$ cat src/rtl/mips_ctrl_pkg.sv
// mips_ctrl_pkg: state, opcode and mux/ALU select encodings shared by control and datapath
package mips_ctrl_pkg;

    typedef enum logic [3:0] {
        S_IDLE    = 4'd0,
        S_FETCH   = 4'd1,
        S_DECODE  = 4'd2,
        S_MEMADR  = 4'd3,
        S_MEMRD   = 4'd4,
        S_MEMWB   = 4'd5,
        S_MEMWR   = 4'd6,
        S_EXEC    = 4'd7,
        S_RWB     = 4'd8,
        S_BRANCH  = 4'd9,
        S_JUMP    = 4'd10,
        S_ADDI_EX = 4'd11,
        S_ADDI_WB = 4'd12
    } state_t;

    localparam logic [5:0] OP_RTYPE = 6'b000000;
    localparam logic [5:0] OP_LW    = 6'b100011;
    localparam logic [5:0] OP_SW    = 6'b101011;
    localparam logic [5:0] OP_BEQ   = 6'b000100;
    localparam logic [5:0] OP_J     = 6'b000010;
    localparam logic [5:0] OP_ADDI  = 6'b001000;

    localparam logic [1:0] SRCB_REG     = 2'b00;
    localparam logic [1:0] SRCB_FOUR    = 2'b01;
    localparam logic [1:0] SRCB_IMM     = 2'b10;
    localparam logic [1:0] SRCB_IMM_SH2 = 2'b11;

    localparam logic [1:0] PC_ALU    = 2'b00;
    localparam logic [1:0] PC_ALUOUT = 2'b01;
    localparam logic [1:0] PC_JUMP   = 2'b10;

    localparam logic [1:0] ALU_ADD   = 2'b00;
    localparam logic [1:0] ALU_SUB   = 2'b01;
    localparam logic [1:0] ALU_FUNCT = 2'b10;

    typedef struct packed {
        logic       pc_write;
        logic       pc_write_cond;
        logic       i_or_d;
        logic       mem_read;
        logic       mem_write;
        logic       mem_to_reg;
        logic       ir_write;
        logic       alu_src_a;
        logic       reg_write;
        logic       reg_dst;
        logic [1:0] alu_src_b;
        logic [1:0] pc_source;
        logic [1:0] alu_op;
        logic       illegal_op;
    } ctrl_t;

endpackage

$ cat src/rtl/mc_ctrl_decode.sv
// mc_ctrl_decode: combinational next-state and control decode for the multicycle controller
module mc_ctrl_decode
    import mips_ctrl_pkg::*;
(
    input  state_t     i_state,
    input  logic [5:0] i_opcode,
    input  logic       i_mem_ready,
    output state_t     o_next,
    output ctrl_t      o_ctrl
);

    always_comb begin
        o_next = S_FETCH;
        o_ctrl = '0;
        case (i_state)
            S_IDLE: o_next = S_FETCH;
            S_FETCH: begin
                o_ctrl.mem_read  = 1'b1;
                o_ctrl.alu_src_b = SRCB_FOUR;
                o_ctrl.ir_write  = i_mem_ready;
                o_ctrl.pc_write  = i_mem_ready;
                o_next           = i_mem_ready ? S_DECODE : S_FETCH;
            end
            S_DECODE: begin
                o_ctrl.alu_src_b = SRCB_IMM_SH2;
                case (i_opcode)
                    OP_LW, OP_SW: o_next = S_MEMADR;
                    OP_RTYPE:     o_next = S_EXEC;
                    OP_BEQ:       o_next = S_BRANCH;
                    OP_J:         o_next = S_JUMP;
                    OP_ADDI:      o_next = S_ADDI_EX;
                    default:      o_ctrl.illegal_op = 1'b1;
                endcase
            end
            S_MEMADR: begin
                o_ctrl.alu_src_a = 1'b1;
                o_ctrl.alu_src_b = SRCB_IMM;
                o_next           = (i_opcode == OP_SW) ? S_MEMWR : S_MEMRD;
            end
            S_MEMRD: begin
                o_ctrl.mem_read = 1'b1;
                o_ctrl.i_or_d   = 1'b1;
                o_next          = i_mem_ready ? S_MEMWB : S_MEMRD;
            end
            S_MEMWB: begin
                o_ctrl.reg_write  = 1'b1;
                o_ctrl.mem_to_reg = 1'b1;
            end
            S_MEMWR: begin
                o_ctrl.mem_write = 1'b1;
                o_ctrl.i_or_d    = 1'b1;
                o_next           = i_mem_ready ? S_FETCH : S_MEMWR;
            end
            S_EXEC: begin
                o_ctrl.alu_src_a = 1'b1;
                o_ctrl.alu_op    = ALU_FUNCT;
                o_next           = S_RWB;
            end
            S_RWB: begin
                o_ctrl.reg_write = 1'b1;
                o_ctrl.reg_dst   = 1'b1;
            end
            S_BRANCH: begin
                o_ctrl.alu_src_a     = 1'b1;
                o_ctrl.alu_op        = ALU_SUB;
                o_ctrl.pc_write_cond = 1'b1;
                o_ctrl.pc_source     = PC_ALUOUT;
            end
            S_JUMP: begin
                o_ctrl.pc_write  = 1'b1;
                o_ctrl.pc_source = PC_JUMP;
            end
            S_ADDI_EX: begin
                o_ctrl.alu_src_a = 1'b1;
                o_ctrl.alu_src_b = SRCB_IMM;
                o_next           = S_ADDI_WB;
            end
            S_ADDI_WB: o_ctrl.reg_write = 1'b1;
            default:   o_next = S_FETCH;
        endcase
    end

endmodule

$ cat src/rtl/mc_control_fsm.sv
// mc_control_fsm: multicycle MIPS main control; IDLE decodes to all-zero outputs so async reset clears them at once
module mc_control_fsm
    import mips_ctrl_pkg::*;
(
    input  logic       clk,
    input  logic       rst_n,
    input  logic [5:0] opcode,
    input  logic       mem_ready,
    output logic       pc_write,
    output logic       pc_write_cond,
    output logic       i_or_d,
    output logic       mem_read,
    output logic       mem_write,
    output logic       mem_to_reg,
    output logic       ir_write,
    output logic       alu_src_a,
    output logic       reg_write,
    output logic       reg_dst,
    output logic [1:0] alu_src_b,
    output logic [1:0] pc_source,
    output logic [1:0] alu_op,
    output logic       illegal_op,
    output logic [3:0] state
);

    state_t r_state;
    state_t w_next;
    ctrl_t  w_ctrl;

    mc_ctrl_decode u_decode (
        .i_state     (r_state),
        .i_opcode    (opcode),
        .i_mem_ready (mem_ready),
        .o_next      (w_next),
        .o_ctrl      (w_ctrl)
    );

    always_ff @(posedge clk or negedge rst_n) begin
        if (!rst_n)
            r_state <= S_IDLE;
        else
            r_state <= w_next;
    end

    assign {pc_write, pc_write_cond, i_or_d, mem_read, mem_write, mem_to_reg, ir_write,
            alu_src_a, reg_write, reg_dst, alu_src_b, pc_source, alu_op, illegal_op} = w_ctrl;
    assign state = r_state;

endmodule
$ cat config.mk
export PLATFORM = sky130hd
export DESIGN_NAME = mc_control_fsm
export DESIGN_NICKNAME = d
export VERILOG_FILES = /design/src/rtl/mips_ctrl_pkg.sv /design/src/rtl/mc_ctrl_decode.sv /design/src/rtl/mc_control_fsm.sv
export SDC_FILE = /design/constraint.sdc
export NUM_CORES = 1
export LEC_CHECK = 0
export ABC_AREA = 1
export BUFFER_PORTS_ARGS = -buffer_cell sky130_fd_sc_hd__buf_2
export CAP_MARGIN = 20
export CORE_AREA = 2 2 39 41
export DETAILED_ROUTE_END_ITERATION = 8
export DIE_AREA = 0 0 41 43
export MAX_ROUTING_LAYER = met4
export PLACE_DENSITY = 0.68
export SLEW_MARGIN = 40
export SYNTH_ARGS = -nofsm -noshare
export SYNTH_HDL_FRONTEND = slang
export SYNTH_SLANG_ARGS = --single-unit
export TNS_END_PERCENT = 50
$ cat constraint.sdc
create_clock -name clk -period 2.9 [get_ports clk]
set_clock_uncertainty 0.2 [all_clocks]
set_input_delay 0.58 -clock clk [delete_from_list [all_inputs] [get_ports clk]]
set_output_delay 0.58 -clock clk [all_outputs]
set_load 0.02 [all_outputs]
### After elaboration in Yosys (flattened, before gate mapping)

Index checks and enable logic that the tools add are counted.

* bits in registers: 4
* input bits: 9
* output and inout port bits: 21
* word-level logic and storage cells: 47

* equality and inequality tests: 17
* reductions and logical operators: 8
* mux-type cells: 21

Operators by type and width (number)
* $pmux W4 S7: 1
* $eq A4 B4 Y1 const B: 5
* $pmux W4 S5: 1
* $eq A4 B3 Y1 const B: 4
* $eq A6 B6 Y1 const B: 2
* $mux W1: 12
* $eq A4 B2 Y1 const B: 2
* $pmux W2 S2: 2
* $reduce_or A2 Y1: 4
* $eq A6 B2 Y1 const B: 1
* $eq A6 B3 Y1 const B: 1
* $eq A6 B4 Y1 const B: 1
* $logic_not A6 Y1: 1
* $pmux W2 S3: 1
* $reduce_or A6 Y1: 1
* $eq A4 B1 Y1 const B: 1
* $mux W2: 2
* $reduce_or A4 Y1: 1
* $mux W3: 1
* $reduce_or A3 Y1: 1
* $pmux W1 S2: 1

### Depth between registers and ports, before layout

Gate-level depths: netlist (run 1).

* depth after elaboration: 4
* gate-level depth with buffers: 8
* mapped depth without buffers: 8

### By module

A second synthesis (run 1) with hierarchy kept.

* cells, all modules: 80
* area, all modules: 437.9 sq um

Modules (own cells, without submodules)
* mc_ctrl_decode: cells an instance 76, sequential area each 0.0 sq um, instances 1, area each 337.8 sq um
* mc_control_fsm: cells an instance 4, sequential area each 100.1 sq um, instances 1, area each 100.1 sq um

### Least setup slack after synthesis (run 1)

Ideal clock, no wire load.

* kind: reg-to-output
* start point: reg r_state[3], in the netlist state[3]
* end point: out alu_src_a
* arrival time: 1373 ps
* cell stages (with the launch flop): 7
* required time: 2120 ps
* setup slack: 747 ps
* buffers on the path: 0
* cell sequence: dfrtp_1 -> inv_2 -> nor2_1 -> inv_1 -> nor2_1 -> nor2_1 -> nand2_1

* word-level cells in the longest chain between the ends: 3
* elaborated cells between the ends (all ways): 6
* those cells by class: eq/ne: 4; mux: 1; reduce/logical: 1

Ends and longest elaborated chain
* from (decl): line mc_control_fsm.sv:26 `state_t r_state;`
* from (signal assigned): line mc_control_fsm.sv:42 `r_state <= w_next;`
* $eq A4 B2 Y1, or another cell as far along: line mc_ctrl_decode.sv:15 `case (i_state)`
* $reduce_or A4 Y1 (no source line) *
* $mux W1 *: line mc_ctrl_decode.sv:15
* to (decl): line mc_control_fsm.sv:16 `output logic alu_src_a,`

Mark *: on every way between the ends. The rest lies on a longest branch, timed or not.

### Final worst setup path (run 1)

* start point: reg r_state[2], in the netlist state[2]
* end point: out alu_src_a

Same word-level chain as after synthesis.

==> results.cfg, run 1 <==
[power_and_ir_drop]
switchingPower_w = 0.000400
vdd.ir_drop.worst_uv = 499
power_frac_seq_pct = 16.9
intPower_w = 0.000285
pwr-share-clk_pct = 9.7
p_per_area_mw_per_mm2 = 1010
switching_share_pct = 58.4
leakagePower_nw = 0.434
combPwrFrac_pct = 73.4

[clocking]
holdBufCountCts = 1
cts_resized = 0
cts.sinks = 4
cts.path.max_buffers = 2
clkTransAtPathRegs_ns = 0.03
clock-root-buffer = clkbuf_4
postCtsSetupRepairBufs = 0
cts_htree_levels = 1
worst_skew_pair.late_latency_ns = 0.23
numCtsBuffers = 3
cts_tree = done

[worst_hold_path]
hp-class = flip-flop to flip-flop

[placement]
io_buffers = 29
dp_slack_ns = 0.752
dpl.cell_count = 130
dpl_cell_area_um2 = 644
gp_congestion = 0.788
place_hpwl_um = 1010

[floorplanning]
core_area_mm2 = 0.00138
die_h_um = 43
die_w_um = 41
pin_count = 30
rows = 14
die_area_mm2 = 0.00176
start_util_pct = 35.7

[global_routing]
grt-ovfl-total = 0
grt_pass1_vias = 483
gr-usage-met2_pct = 23.1
grt_max_degree = 7
grt_most_used_layer = met2
grt_usage_pct = 15.8
grt_pass1_wl_um = 1840
use_met3_pct = 3.14
grt_util_met1_pct = 18.8
antenna_found_initial = 0

[timing]
tns_ns = 0
setup_viol = 0
worstMarginPinSlew_ns = 0.249
finalWorstSetupSlack_ns = 0.737
fin_crit_ns = 2.16
hold_violations = 0
fmax_mhz = 462
finalMaxSlewViolations = 0
finalCritPeriodShare_pct = 74.6
rsz0062_at_grt = false
max_slew_margin_pct = 83.3

[job]
cap_violations = 0

[yosys]
syn_inst = 87
yosysWarnings = 0
ys_types = 17
yosysTopAreaCell = dfrtp_1
syn_avg_cell_area_um2 = 5.68
synth_nets = 96
synth.area.top_cells = dfrtp_1 20%, nand2_1 14%, nor2_1 14%, inv_1 9.9%, nand2_2 6.3%
syn-cell-area_um2 = 494
yosys.area.top_type_share_pct = 20.3
synth-seq-cells = 4
yosysSeqAreaShare_pct = 20.3

[route]
wl_per_cell_um = 8.66
drc = 0
drt_iter0_markers = 12
viasPerCell = 4.43
antenna_left = 0
drt_pre_antenna_iters = 4
vias = 594
wl_um = 1160

[critical_path]
worst_setup_path_start_kind = flip-flop
crit_buf_inv = 2
crit_family = flip-flops
cp_max_fo = 6
crit_chain = nand2_2 -> inv_1 -> o21ai_1 -> nand2_1 -> buf_2
crit_slowest_cell = dfrtp_1
worstPathRequired_ns = 2.12
crit_type = flip-flop to output port
r2r_setup_slack_ns = 1.53
cpPeakStageDelay_ns = 0.44
endpoint_kind = output port
cp.arrival_ns = 1.38

[layout]
layout.cells.non_filler = 134
drive_above_1_share_pct = 41.5
fin_nets = 129
fin_area_um2 = 677
area_delta_synth_final_pct = 37.0
largest_register_ffs = 4
antennaDiodeCount = 0

[status]
status = finished clean
==> worst reg2reg max path: stages (launching register included) <==
cell      delay, ns
dfrtp_1        0.44
nand2_2        0.17
inv_1          0.07
o21ai_1        0.23
nand3b_1       0.12
nand3_1        0.08
==> path summary, 6_finish.rpt <==
kind,start,to,depth (start not counted)
worst min register to register,state[2]$_DFF_PN0_,state[2]$_DFF_PN0_,1
max in group asynchronous,rst_n,state[2]$_DFF_PN0_,2
worst max register to register,state[2]$_DFF_PN0_,state[0]$_DFF_PN0_,5
worst max-delay path,state[2]$_DFF_PN0_,alu_src_a,5
worst min-delay path,state[2]$_DFF_PN0_,state[2]$_DFF_PN0_,1
min in group asynchronous,rst_n,state[3]$_DFF_PN0_,2
==> through the flow <==
step           hold WS [ns]  utilization, %  power (W)
6_report              0.473            48.9   0.000685
5_1_grt               0.505            48.9   0.000746
4_1_cts               0.479            48.9   0.000692
3_5_place_dp          0.187            46.6   0.000620
3_3_place_gp          0.183            46.6   0.000617
2_1_floorplan        0.0844               -   0.000476
==> per-layer routing <==
layer / share of wire [%] / vias up
li1: - / 331
met1: 42 / 241
met2: 51 / 22
met3: 6.9 / 0
met4: 0 / 0
met5: 0 / -
==> cells by family after synthesis <==
kind of cell,share of synthesized area [%]
AOI/OAI and AO/OA,7.34
buffers and inverters,15.9
DFF,20.3
and+or+nand+nor,56.5
==> power by group through the flow <==
stage / combinational [W] / sequential, W / clock, W
after floorplan: 0.000336 / 0.000141 / 0
after global placement: 0.000500 / 0.000116 / 0
after detailed placement: 0.000503 / 0.000118 / 0
after CTS: 0.000505 / 0.000117 / 0.0000698
after global routing: 0.000555 / 0.000120 / 0.0000713
final: 0.000503 / 0.000116 / 0.0000667
==> cell usage after synthesis (all sizes together) <==
| library cell | number |
|---|---|
| nand2 | 26 |
| nor2 | 24 |
| inv | 17 |
| nand3 | 6 |
| dfrtp | 4 |
| o21ai | 3 |
| buf | 2 |
| o22ai | 2 |
| nand3b | 1 |
| nand4 | 1 |
| o2111ai | 1 |
==> placed cells by master (no fill, tap or decap) <==
master,synthesis,layout
o21ai_1,1,1
buf_2,0,29
nor2_4,1,1
clkbuf_4,0,3
o2111ai_1,1,1
nand2_4,2,2
nor2_1,18,18
nand3b_1,1,1
dlygate4sd3_1,0,1
nand3_1,6,6
o22ai_1,2,2
nand2_2,5,5
nor2_2,5,5
inv_2,4,4
dfrtp_1,4,4
nand4_1,1,1
nand2_1,19,19
inv_1,13,13
o21ai_0,2,2
==> area by class of cell <==
cell class | count | area (um2)
clock buffers | 3 | 22.5
flip-flops and latches | 4 | 100
multi-input cells | 64 | 315
well taps | 16 | 20.0
repair buffers | 30 | 155
inverters | 17 | 63.8
fillers | 147 | 707
(Power assumes the default switching activity.)
==> run 2: changes to the inputs <==
ABC_AREA = 0   (was 1)
CORE_AREA = not set   (was 2 2 39 41)
CORE_MARGIN = 2   (was not set)
CORE_UTILIZATION = 37   (was not set)
DIE_AREA = not set   (was 0 0 41 43)
PLACE_DENSITY = 0.71   (was 0.68)
clock period = 1.75 ns   (was 2.9 ns; I/O delays follow)
==> results.cfg, run 2 <==
[status]
status = complete, but fails checks
violations = setup timing

[yosys]
syn-cell-area_um2 = 494
yosysMostFrequentCell = nor2_1
ys_types = 29
yosysSeqAreaShare_pct = 20.3
synth-seq-cells = 4
syn_inst = 72
synth_nets = 81
yosysTopAreaCell = dfrtp_1
synth_commonest_cells = 16 x nor2_1, 7 x nor3_1, 4 x a21oi_1, 4 x dfrtp_1, 4 x nand2_1
yosysWarnings = 0
synthFlopType = dfrtp_1
syn_avg_cell_area_um2 = 6.86
synth_edf_count = 0
synthArstFlopShare_pct = 100
yosys.area.top_type_share_pct = 20.3
synth.area.top_cells = dfrtp_1 20%, nor2_1 12%, nor3_1 7.1%, buf_6 4.6%, a21oi_1 4.1%

[layout]
layout_common_cells = 20 x buf_4, 16 x buf_2, 12 x nor2_1
final_util_pct = 72.5
layout.cells.non_filler = 130
drive_above_1_share_pct = 58.3
fin_nets = 125
antennaDiodeCount = 0
largest_register_ffs = 4
layout_commonest_cell = buf_4
fillers = 88
register_area_um2 = 104
multi_input_area_um2 = 410
area_delta_synth_final_pct = 86.1

[placement]
dpl.cell_count = 119
io_buffers = 29
place_hpwl_um = 1110
gp_congestion = 0.964

[global_routing]
antenna_found_initial = 0
grt_pass1_wl_um = 2550
grt_pass1_vias = 610
grt_max_degree = 8
grt-ovfl-total = 0
grt_usage_pct = 24.6

[timing]
max_slew_margin_pct = 84.1
setup_viol = 11
finalMaxSlewViolations = 0
finalCritPeriodShare_pct = 106
fmax_mhz = 538
fin_crit_ns = 1.86
tns_ns = -0.593
worstMarginPinSlew_ns = 0.236
holdWs_ns = 0.272
hold_violations = 0
finalWorstSetupSlack_ns = -0.109
rsz0062_at_grt = true

[route]
wl_per_cell_um = 13.8
drt_pre_antenna_iters = 4
viasPerCell = 5.46
wl_um = 1790
vias = 710
antenna_left = 0
drc = 0
drt_iter0_markers = 30

[clocking]
clock-root-buffer = clkbuf_4
cts_htree_levels = 1
cts.path.max_buffers = 2
numCtsBuffers = 3
cts.sinks = 4
worst_skew_pair.late_latency_ns = 0.25
clkTransAtPathRegs_ns = 0.05
cts_tree = done

[critical_path]
r2r_start = state[0]$_DFF_PN0_
worst_setup_path_start_kind = flip-flop
reg2reg_depth = 4
crit_type = flip-flop to output port
cp.arrival_ns = 1.31
r2r_end = state[1]$_DFF_PN0_
worstPathRequired_ns = 1.20
endpoint_kind = output port
r2r_setup_slack_ns = 0.13
cp_max_fo = 7

[floorplanning]
core_area_mm2 = 0.00127
start_util_pct = 39.0
die_area_mm2 = 0.00164
die_h_um = 40.5
pin_count = 30
rows = 13
die_w_um = 40.5

[job]
cap_violations = 0

[worst_hold_path]
hp-class = input pin to asynchronous set/reset pin

[power_and_ir_drop]
p_per_area_mw_per_mm2 = 1750
vdd.ir_drop.worst_uv = 801
leakagePower_nw = 0.439
[run 2: changes by cell type in the layout (fill, tap and decap cells not counted), sizes merged, moves of 3 or more]
cell and change:
nor2 -7, buf +16, nand3 -6, nand2 -22, nand2b +3, a21oi +4, nor3 +7, inv -15
[run 2: worst max path at each step]
stage | cells after the start | end | slack [ns] | start
floorplan | 3 | mem_read | -0.08 | state[2]$_DFF_PN0_
finish | 4 | illegal_op | -0.11 | state[0]$_DFF_PN0_
CTS | 4 | illegal_op | -0.10 | state[0]$_DFF_PN0_
global route | 5 | pc_write | -0.18 | state[1]$_DFF_PN0_
global placement | 5 | illegal_op | 0.03 | opcode[0]
detailed placement | 5 | illegal_op | -0.02 | opcode[0]
[run 2: cell families after synthesis]
family,after synthesis,share of synthesized area (%)
AO/OA/AOI/OAI,16,21.5
XOR/XNOR,2,3.54
adder cells (fa/ha/maj),1,2.03
buffers and inverters,9,12.2
flip-flops,4,20.3
AND/OR/NAND/NOR,40,40.5
[run 2: power breakdown]
part | internal, W | leakage [nW] | switching [W] | total, W
combinational | 0.000591 | 0.377 | 0.000676 | 0.00127
clock | 0.0000863 | 0.0150 | 0.0000494 | 0.000136
sequential | 0.000135 | 0.0474 | 0.0000725 | 0.000207
total | 0.000812 | 0.439 | 0.000797 | 0.00161
[run 2: stage by stage]
step	area [um2]	power [W]	setup slack, ns
after floorplan	513	0.000795	-0.0827
after CTS	835	0.00144	-0.104
after global routing	920	0.00171	-0.180
final	920	0.00161	-0.109
after detailed placement	699	0.00108	-0.0152
after global placement	699	0.00107	0.0287
[run 2: routing by layer]
layer	routed length (um)	vias up	global-route usage [%]
met4	17	0	12.5
li1	-	341	-
met2	1040	41	44.4
met3	115	4	3.33
met5	0	-	-
met1	615	324	25.7
[run 2: layout make-up]
class / count / share of cell area, %
clock buffers: 4 / 2.86
inverters: 2 / 1.09
multi-input cells: 59 / 44.6
flip-flops and latches: 4 / 11.3
well taps: 15 / 2.04
repair buffers: 46 / 38.1
[run 2: timing repair]
item | CTS | global route
pin swaps | 3 | 2
setup endpoints to repair | 17 | 17
gates resized for setup | 20 | 22
hold buffers | 1 | 0
hold endpoints to repair | 4 | 0
setup buffers | 4 | 2
[run 2: critical path, stage by stage, from the launching register on]
cell and delay [ns]:
dfrtp_2 0.46, nor2b_2 0.18, nand2_2 0.11, nor3b_2 0.16, buf_4 0.16
==> run 3: changes to the inputs <==
CORE_AREA = 2 2 39 41   (was not set)
CORE_MARGIN = not set   (was 2)
CORE_UTILIZATION = not set   (was 37)
CTS_BUF_LIST = sky130_fd_sc_hd__clkbuf_4   (was not set)
CTS_CLUSTER_SIZE = 16   (was not set)
DIE_AREA = 0 0 41 43   (was not set)
==> results.cfg, run 3 (synthesis results as in run 2) <==
[route]
wl_um = 1660
drt_iter0_markers = 9
drt_pre_antenna_iters = 4
wl_per_cell_um = 12.3
antenna_left = 0
vias = 689
drc = 0
viasPerCell = 5.10

[placement]
io_buffers = 29
gp_congestion = 0.793
place_hpwl_um = 1110

[timing]
setup_viol = 12
holdWs_ns = 0.271
finalWorstSetupSlack_ns = -0.103
worstMarginPinSlew_ns = 0.284
rsz0062_at_grt = true
hold_violations = 0
finalCritPeriodShare_pct = 106
fmax_mhz = 540
finalMaxSlewViolations = 0
fin_crit_ns = 1.85
max_slew_margin_pct = 80.9

[clocking]
cts_htree_levels = 1
clkTransAtPathRegs_ns = 0.04
cts.path.max_buffers = 2
clock-root-buffer = clkbuf_4
worst_skew_pair.late_latency_ns = 0.24
numCtsBuffers = 3
cts_tree = done
cts.sinks = 4

[job]
cap_violations = 0

[layout]
layout_commonest_cell = buf_4
antennaDiodeCount = 0
drive_above_1_share_pct = 63.0
layout_common_cells = 28 x buf_4, 15 x buf_2, 13 x nor2_1
fin_nets = 129
final_util_pct = 67.1
area_delta_synth_final_pct = 87.8
largest_register_ffs = 4

[power_and_ir_drop]
p_per_area_mw_per_mm2 = 1710
vdd.ir_drop.worst_uv = 651
totalPowerFinal_w = 0.00159
leakagePower_nw = 0.458

[worst_hold_path]
hp-class = input pin to asynchronous set/reset pin

[floorplanning]
rows = 14
start_util_pct = 35.7
core_area_mm2 = 0.00138
die_area_mm2 = 0.00176
die_w_um = 41
pin_count = 30
die_h_um = 43

[global_routing]
grt_max_degree = 9
grt_pass1_wl_um = 2320
antenna_found_initial = 0
grt_usage_pct = 19.9
grt-ovfl-total = 0
grt_pass1_vias = 567

[status]
violations = setup timing
status = complete, but fails checks

[critical_path]
endpoint_kind = output port
crit_type = flip-flop to output port
cp.arrival_ns = 1.30
worstPathRequired_ns = 1.20
worst_setup_path_start_kind = flip-flop
cp_max_fo = 6
-- run 3: worst max-delay path: stages, from the launching register on --
cell	delay [ns]
dfrtp_2	0.43
buf_4	0.15
buf_4	0.13
buf_4	0.14
nand2_4	0.06
nor2_2	0.04
buf_6	0.13
-- run 3: where the power goes --
group | internal [W] | switching, W | total (W)
sequential | 0.000137 | 0.0000793 | 0.000216
clock | 0.000101 | 0.0000416 | 0.000143
combinational | 0.000595 | 0.000637 | 0.00123
total | 0.000833 | 0.000758 | 0.00159
-- run 3: timing repair --
item,4_1_cts,5_1_grt
endpoints found under the hold margin,4,0
resized for setup,21,19
pin swaps,2,4
endpoints found under the setup margin,17,17
hold buffers,1,0
setup buffers,5,4
-- run 3: metal layers --
layer	track usage (%)	vias to the layer above	wire length, um
li1	-	344	-
met4	8.00	0	19
met5	-	-	0
met3	4.71	2	96
met1	19.5	314	600
met2	35.0	29	943
-- run 3: final cells by class --
| class | instances | area (um2) |
|---|---|---|
| Multi-Input combinational cell | 59 | 403 |
| Timing Repair Buffer | 50 | 363 |
| Fill cell | 117 | 455 |
| Sequential cell | 4 | 105 |
| Clock buffer | 4 | 30.0 |
| Inverter | 2 | 7.51 |
| Tap cell | 16 | 20.0 |
-- run 3: final timing paths --
path,depth (start not counted),from,end,slack (ns)
max,6,state[1]$_DFF_PN0_,alu_op[1],-0.10
min,2,rst_n,state[0]$_DFF_PN0_,0.27
max reg2reg,6,state[1]$_DFF_PN0_,state[3]$_DFF_PN0_,0.10
min reg2reg,2,state[0]$_DFF_PN0_,state[0]$_DFF_PN0_,0.53
max in group asynchronous,2,rst_n,state[1]$_DFF_PN0_,0.93
min in group clk,3,opcode[4],state[1]$_DFF_PN0_,0.27
-- run 3: metrics by stage --
step / cells / instance area [um2] / worst slack [ns] / setup TNS (ns)
floorplan: 72 / 513 / -0.0827 / -0.329
global placement: 121 / 708 / 0.000586 / 0
detailed placement: 121 / 708 / -0.00280 / -0.00280
CTS: 131 / 835 / -0.0726 / -0.337
global route: 135 / 928 / -0.180 / -1.76
finish: 135 / 928 / -0.103 / -0.743
